`config.mk`:
```
export PLATFORM = sky130hd
export DESIGN_NAME = bram_port_arbiter
export DESIGN_NICKNAME = d
export VERILOG_FILES = /design/src/rtl/bram_port_arbiter.sv
export SDC_FILE = /design/constraint.sdc
export NUM_CORES = 1
export LEC_CHECK = 0
export BUFFER_PORTS_ARGS = -buffer_cell sky130_fd_sc_hd__buf_2
export CAP_MARGIN = 5
export CORE_MARGIN = 5
export CORE_UTILIZATION = 36
export DETAILED_ROUTE_END_ITERATION = 6
export MAX_ROUTING_LAYER = met4
export PLACE_DENSITY_LB_ADDON = 0.05
export SLEW_MARGIN = 20
export SYNTH_ARGS = -nofsm -noshare
export SYNTH_HDL_FRONTEND = slang
export SYNTH_SLANG_ARGS = --single-unit
export TNS_END_PERCENT = 30
```
`constraint.sdc`:
```
create_clock -name clk -period 2.3 [get_ports clk]
set_clock_uncertainty 0.15 [all_clocks]
set_input_delay 0.345 -clock clk [delete_from_list [all_inputs] [get_ports clk]]
set_output_delay 0.345 -clock clk [all_outputs]
set_load 0.05 [all_outputs]
```
`src/rtl/bram_port_arbiter.sv`:
```
// rtl/bram_port_arbiter.sv - two-requester read/write arbiter in front of a single-clock BRAM
//
// Purpose:
//   Shares one BRAM (separate read and write ports, 16-bit words, one-cycle
//   registered read) between requesters A and B. A read and a write from
//   different requesters issue in the same cycle. Same-type contention is
//   resolved round-robin through a priority flop that points at the last loser.
//
// Ports:
//   clk, rst                      clock, asynchronous active-high reset
//   {a,b}_req_valid/ready         request handshake (ready is combinational)
//   {a,b}_req_we/addr/wdata       request op (1 = write), word address, write data
//   {a,b}_rsp_valid/rdata         tagged read response, one cycle after accept
//   mem_rd_en/mem_rd_addr         BRAM read port
//   mem_wr_en/mem_wr_addr         BRAM write port
//   mem_data_in/mem_data_out      BRAM write data / registered read data
//   conflict_count                saturating count of same-type contention cycles

module bram_port_arbiter #(
  parameter int NUM_BLOCKS = 16,
  parameter int ADDR_W     = 8 + $clog2(NUM_BLOCKS)
) (
  input  logic              clk,
  input  logic              rst,

  input  logic              a_req_valid,
  output logic              a_req_ready,
  input  logic              a_req_we,
  input  logic [ADDR_W-1:0] a_req_addr,
  input  logic [15:0]       a_req_wdata,
  output logic              a_rsp_valid,
  output logic [15:0]       a_rsp_rdata,

  input  logic              b_req_valid,
  output logic              b_req_ready,
  input  logic              b_req_we,
  input  logic [ADDR_W-1:0] b_req_addr,
  input  logic [15:0]       b_req_wdata,
  output logic              b_rsp_valid,
  output logic [15:0]       b_rsp_rdata,

  output logic              mem_rd_en,
  output logic [ADDR_W-1:0] mem_rd_addr,
  output logic              mem_wr_en,
  output logic [ADDR_W-1:0] mem_wr_addr,
  output logic [15:0]       mem_data_in,
  input  logic [15:0]       mem_data_out,

  output logic [15:0]       conflict_count
);

  typedef enum logic {
    REQ_A = 1'b0,
    REQ_B = 1'b1
  } req_id_e;

  req_id_e     prio_q, prio_d;
  req_id_e     rd_tag_q, rd_tag_d;
  logic        rd_vld_q, rd_vld_d;
  logic [15:0] conflict_count_q, conflict_count_d;

  logic a_rd, a_wr, b_rd, b_wr;
  logic contend;
  logic a_gnt, b_gnt;
  logic b_rd_sel, b_wr_sel;

  always_comb begin
    a_rd = a_req_valid & ~a_req_we;
    a_wr = a_req_valid &  a_req_we;
    b_rd = b_req_valid & ~b_req_we;
    b_wr = b_req_valid &  b_req_we;

    // Contention only when both want the same port; a read and a write
    // from different requesters never block each other.
    contend = (a_rd & b_rd) | (a_wr & b_wr);

    // Reset forces every grant low so nothing reaches the BRAM while rst is high.
    a_gnt = ~rst & a_req_valid & ~(contend & (prio_q == REQ_B));
    b_gnt = ~rst & b_req_valid & ~(contend & (prio_q == REQ_A));

    b_rd_sel = b_gnt & ~b_req_we;
    b_wr_sel = b_gnt &  b_req_we;

    mem_rd_en   = (a_gnt & ~a_req_we) | b_rd_sel;
    mem_rd_addr = b_rd_sel ? b_req_addr : a_req_addr;
    mem_wr_en   = (a_gnt & a_req_we) | b_wr_sel;
    mem_wr_addr = b_wr_sel ? b_req_addr : a_req_addr;
    mem_data_in = b_wr_sel ? b_req_wdata : a_req_wdata;

    // Priority moves to the loser, so sustained contention alternates grants.
    prio_d = prio_q;
    if (contend) begin
      prio_d = (prio_q == REQ_A) ? REQ_B : REQ_A;
    end

    conflict_count_d = conflict_count_q;
    if (contend && (conflict_count_q != 16'hFFFF)) begin
      conflict_count_d = conflict_count_q + 16'd1;
    end

    // Tag the read issued this cycle so its data returns to the right owner.
    rd_vld_d = mem_rd_en;
    rd_tag_d = b_rd_sel ? REQ_B : REQ_A;
  end

  always_ff @(posedge clk or posedge rst) begin
    if (rst) begin
      prio_q           <= REQ_A;
      rd_tag_q         <= REQ_A;
      rd_vld_q         <= 1'b0;
      conflict_count_q <= 16'd0;
    end else begin
      prio_q           <= prio_d;
      rd_tag_q         <= rd_tag_d;
      rd_vld_q         <= rd_vld_d;
      conflict_count_q <= conflict_count_d;
    end
  end

  assign a_req_ready    = a_gnt;
  assign b_req_ready    = b_gnt;
  assign a_rsp_valid    = rd_vld_q & (rd_tag_q == REQ_A);
  assign b_rsp_valid    = rd_vld_q & (rd_tag_q == REQ_B);
  assign a_rsp_rdata    = mem_data_out;
  assign b_rsp_rdata    = mem_data_out;
  assign conflict_count = conflict_count_q;

endmodule

```
==> results.py, run 1 <==
metrics = {
    "finish": {
        "antenna_cells": 0,
        "fin_area_um2": 2530,
        "fillerInstances": 438,
        "fin_cells": 325,
        "fin_nets": 351,
        "regArea_um2": 475,
        "final_common_cell": "buf_2",
        "drive_gt1_frac": 0.675,
        "multi_input_area_um2": 1020,
        "final_util": 0.546,
        "area_growth_pct": 49.7,
        "mostFrequentLayoutCells": "buf_2, buf_6, mux2_2",
    },
    "job": {
        "cap_violations": 0,
    },
    "place": {
        "globalplace.congestion": 0.787,
        "place_ws_ns": 0.0168,
        "postPlaceCellArea_um2": 2290,
        "dp_cells": 320,
        "port_buffers": 123,
        "dp_hpwl_um": 4260,
    },
    "floorplan": {
        "die_h_um": 78.5,
        "core_area_um2": 4630,
        "io_pins": 172,
        "die_w_um": 78.5,
        "start_util": 0.365,
        "die-area_um2": 6160,
        "rows": 25,
    },
    "worst_setup_path": {
        "cpMaxStageDelayCell": "dfrtp_1",
        "critPathLaunch": "prio_q",
        "cp_top_family": "buffers and inverters",
        "path_class": "flop to output pin",
        "cp_slowest_stage_delay_ns": 0.38,
        "cp_cell_sequence": "inv_2 -> a311oi_4 -> nand2_1 -> buf_12 -> mux2_2 -> buf_2",
        "critPathLaunchType": "flop",
        "rr_startpoint": "conflict_count[0]",
        "crit_fanout": 29,
        "cp-end-kind": "output pin",
        "crit_required_ns": 1.80,
        "crit_arrival_ns": 1.76,
        "worst-path-buf-inv": 3,
    },
    "power_and_ir_drop": {
        "peakVddDrop_mv": 0.498,
        "power_mw": 1.61,
        "powerDensity_nw_per_um2": 635,
        "p_leak_nw": 1.36,
    },
    "drt": {
        "firstDrtPassIters": 4,
        "viasPerCell": 5.00,
        "first_iter_violations": 42,
        "wl_per_cell_um": 16.3,
        "drt-total-wl_um": 5310,
        "drc": 0,
        "vias": 1626,
        "ant_nets": 0,
    },
    "clock_network": {
        "clockBufferDepth": 2,
        "cts_num_sinks": 19,
        "numCtsBuffers": 3,
        "htree_levels": 1,
        "clock_latency_ns": 0.25,
        "cts-root-buf": "clkbuf_8",
        "cts_tree": "done",
        "path_clk_slew_ns": 0.07,
    },
    "timing": {
        "finalHoldViolCount": 0,
        "setup_ws_ns": 0.0454,
        "slew_viol_final": 0,
        "worstMarginPinSlew_ns": 0.426,
        "finalCritPeriodShare": 0.980,
        "fmax_ghz": 0.444,
        "slew-limit-headroom": 0.715,
        "min_period_ns": 2.25,
        "finalSetupViolCount": 0,
        "rsz0062_at_grt": "yes",
    },
    "global_routing": {
        "grt_start_max_net_pins": 30,
        "grt_pass1_vias": 1781,
        "grt_antenna_before_repair": 0,
        "grt.overflow.total": 0,
        "grt_pass1_wl_um": 8330,
        "grt_use_total": 0.174,
    },
    "logic_synthesis": {
        "yosysSeqAreaShare": 0.281,
        "ys_warn_count": 0,
        "syn_inst": 171,
        "yosysUniqueCellTypes": 30,
        "syn_area_um2": 1690,
        "ys_seq_elements": 19,
        "syn_avg_cell_area_um2": 9.88,
        "syn_nets": 250,
    },
    "run_status": {
        "run_status": "finished, final reports clean",
    },
    "hold_path": {
        "hp-class": "primary input to async pin",
    },
}
==> worst paths after layout <==
path | end | slack [ns] | cells past startpoint
worst min-delay path | prio_q | 0.01 | 3
max in group asynchronous | rd_vld_q | 1.78 | 3
min in group clk | rd_vld_q | 0.32 | 3
worst min register to register | prio_q | 0.35 | 1
worst max-delay path | mem_wr_addr[8] | 0.05 | 6
worst max register to register | conflict_count[1] | 0.37 | 6
==> cells in the mapped netlist, drive strengths merged <==
library cell  instances  area, µm²
nor3b                 1       7.51
dfrtp                19        475
nand4                 3       18.8
nor2                  2       7.51
nor4                  6       43.8
inv                   6       22.5
o311a                 1       10.0
or4                   1       7.51
nand2b                1       6.26
and4                  1       8.76
buf                  36        267
nand3b                1       7.51
a311oi                1       15.0
and3                  1       6.26
o21ai                 2       10.0
nor2b                 1       6.26
and2                  2       12.5
nand2                10       37.5
nand3                 7       35.0
nor3                  7       35.0
xnor2                 6       52.6
xor2                 11       96.3
or3                   1       6.26
mux2                 42        473
nand4b                1       8.76
ha                    1       12.5
==> registers in the layout, summed over array words and instances (netlist names) <==
register,flops
rd_vld_q,1
conflict_count,16
rd_tag_q,1
prio_q,1
==> through the flow <==
| step | TNS (ns) | hold WS, ns |
|---|---|---|
| after detailed placement | 0 | 0.296 |
| after floorplan | -3.66 | 0.155 |
| final | 0 | 0.0134 |
| after global routing | -0.242 | 0.0377 |
| after global placement | 0 | 0.295 |
| after CTS | 0 | 0.0163 |
==> timing repair <==
action,CTS,global route
endpoints found under the setup margin,25,41
gates resized for setup,34,33
setup buffers,0,1
hold buffers,0,0
==> cell families (layout without fill, tap and decap cells) <==
| kind of cell | Yosys count | after routing | share of synthesized area |
|---|---|---|---|
| AO/OA/AOI/OAI | 4 | 4 | 0.0207 |
| XOR/XNOR | 17 | 17 | 0.0881 |
| adder cells (fa/ha/maj) | 1 | 1 | 0.00741 |
| buffers and inverters | 42 | 142 | 0.171 |
| flip-flops | 19 | 19 | 0.281 |
| multiplexers | 42 | 42 | 0.280 |
| AND/OR/NAND/NOR | 46 | 46 | 0.151 |
==> area by class of cell <==
cell class | instances | share of cell area
well taps | 54 | 0.0267
multi-input cells | 110 | 0.405
clock buffers | 4 | 0.0178
flip-flops and latches | 19 | 0.188
repair buffers | 132 | 0.354
inverters | 6 | 0.00891
==> tightest hold or removal path: stages <==
cell	delay [ns]
buf_2	0.12
inv_1	0.07
buf_4	0.27
==> routing by layer <==
metal  track usage  vias to the layer above  routed length [µm]
met2         0.295                       92                2780
li1              -                      769                   -
met5             -                        -                   0
met3        0.0367                       19                 420
met4        0.0717                        0                 142
met1         0.197                      746                1970
==> power breakdown <==
part           internal, mW  switching, mW
clock network         0.123          0.108
logic                 0.308          0.592
registers             0.396         0.0792
No activity file was read; power rests on OpenSTA's default activity.
==> inputs of run 2 (changes only) <==
Settings changed: CORE_UTILIZATION 36 to 39.
Clock period 2.3 ns to 2.85 ns, I/O delays scaled along.
==> run 2 against run 1 <==
Effect of this change:
- non-clock buffer count decreased by 4
- total power shrank 24%
- count of clock-buffer cells in the layout did not move
- largest cell class unchanged
- largest power group unchanged
- first-iteration DRC count is 52% higher
- worst setup slack better by 0.13 ns
- final cell count shrank 1.8%
- register-to-register slack better by 0.56 ns
- via count is 3.1% lower
- combinational power down 28%
- die area decreased by 6.7%
==> results.py, run 2 (synthesis results as in run 1) <==
metrics = {
    "clock_network": {
        "ctsHoldBuffers": 0,
        "cts_tree": "done",
        "cts-root-buf": "clkbuf_8",
        "clockBufferDepth": 2,
        "post_cts_buffers": 0,
        "clock_latency_ns": 0.26,
        "cts_num_sinks": 19,
        "cts-resized-gates": 0,
        "numCtsBuffers": 3,
        "path_clk_slew_ns": 0.07,
        "htree_levels": 1,
    },
    "timing": {
        "finalSetupViolCount": 0,
        "fin_tns_setup_ns": 0,
        "setup_ws_ns": 0.175,
        "min_period_ns": 2.68,
        "rsz0062_at_grt": "no",
        "slew-limit-headroom": 0.591,
        "fmax_ghz": 0.374,
        "worstMarginPinSlew_ns": 0.614,
        "finalHoldViolCount": 0,
        "finalCritPeriodShare": 0.939,
        "slew_viol_final": 0,
    },
    "finish": {
        "multi_input_area_um2": 940,
        "area_growth_pct": 30.3,
        "mostFrequentLayoutCells": "buf_2, mux2_2, dfrtp_1",
        "fin_nets": 347,
        "drive_gt1_frac": 0.625,
        "final_common_cell": "buf_2",
        "regArea_um2": 475,
        "antenna_cells": 0,
        "fillerInstances": 430,
        "largest_reg_flops": 16,
        "final_util": 0.516,
    },
    "worst_setup_path": {
        "crit_required_ns": 2.27,
        "critPathLaunch": "b_req_we",
        "crit_arrival_ns": 2.10,
        "crit_fanout": 14,
        "rr_startpoint": "conflict_count[0]",
        "cp-end-kind": "output pin",
        "critPathLaunchType": "primary input",
        "path_class": "primary input to output pin",
    },
    "power_and_ir_drop": {
        "sequentialPowerShare": 0.313,
        "p_switching_mw": 0.616,
        "switching_share": 0.506,
        "internal-power_mw": 0.601,
        "p_leak_nw": 1.17,
        "powerDensity_nw_per_um2": 553,
        "p_comb_frac": 0.532,
        "peakVddDrop_mv": 0.203,
        "pwr-share-clk": 0.155,
    },
    "place": {
        "port_buffers": 123,
        "globalplace.congestion": 0.905,
        "dp_hpwl_um": 4670,
        "place_ws_ns": 0.149,
    },
    "floorplan": {
        "start_util": 0.396,
        "core_area_um2": 4260,
        "die-area_um2": 5750,
        "rows": 24,
        "die_w_um": 75.8,
        "io_pins": 172,
        "die_h_um": 75.8,
    },
    "global_routing": {
        "grt_pass1_wl_um": 8160,
        "grt.overflow.total": 0,
        "grt_pass1_vias": 1637,
        "grt_antenna_before_repair": 0,
        "grt_start_max_net_pins": 20,
        "grt_use_total": 0.194,
    },
    "drt": {
        "ant_nets": 0,
        "drc": 0,
        "firstDrtPassIters": 4,
        "viasPerCell": 4.94,
        "wl_per_cell_um": 16.9,
        "first_iter_violations": 64,
        "vias": 1575,
        "drt-total-wl_um": 5380,
    },
    "hold_path": {
        "hp-class": "primary input to async pin",
    },
    "run_status": {
        "run_status": "finished, final reports clean",
    },
    "job": {
        "cap_violations": 0,
    },
}
## run 2: cell type report
cell class / instances / share of cell area
Multi-Input combinational cell: 110 / 0.427
Timing Repair Buffer: 128 / 0.297
Sequential cell: 19 / 0.216
Tap cell: 52 / 0.0296
Clock buffer: 4 / 0.0205
Inverter: 6 / 0.0102
## run 2: final timing paths
check | slack [ns] | cells past startpoint | endpoint
setup reg to reg | 0.93 | 6 | conflict_count[1]
setup / recovery | 0.17 | 6 | mem_rd_addr[0]
max in group asynchronous | 2.27 | 3 | conflict_count[3]
hold reg to reg | 0.33 | 1 | prio_q
min in group clk | 0.27 | 2 | rd_vld_q
hold / removal | 0.08 | 3 | conflict_count[11]
## run 2: routing by layer
| metal | vias up | wire, µm | part of all wire | GRT usage |
|---|---|---|---|---|
| met5 | - | 0 | 0 | - |
| met4 | 0 | 146 | 0.027 | 0.0680 |
| met3 | 17 | 416 | 0.077 | 0.0435 |
| met2 | 74 | 2900 | 0.54 | 0.346 |
| met1 | 725 | 1910 | 0.36 | 0.208 |
| li1 | 759 | - | - | - |
## run 2: through the flow
stage / instance area (µm²) / std cells / total power [mW] / hold slack, ns
floorplan: 1700 / 171 / 0.981 / 0.237
global placement: 2160 / 315 / 1.03 / 0.311
detailed placement: 2160 / 315 / 1.04 / 0.313
CTS: 2200 / 319 / 1.23 / 0.0962
global route: 2200 / 319 / 1.29 / 0.104
finish: 2200 / 319 / 1.22 / 0.0836
## run 2: critical path, stage by stage
cell and delay (ns):
buf_2 0.13, xnor2_1 0.31, a311oi_4 0.15, nand2b_1 0.47, mux2_2 0.40, buf_2 0.21
## run 2: power by group through the flow
stage / Clock, mW / Sequential [mW] / Combinational (mW)
2_1_floorplan: 0 / 0.518 / 0.463
3_3_place_gp: 0 / 0.384 / 0.649
3_5_place_dp: 0 / 0.386 / 0.653
4_1_cts: 0.194 / 0.381 / 0.655
5_1_grt: 0.205 / 0.392 / 0.688
6_report: 0.188 / 0.381 / 0.647
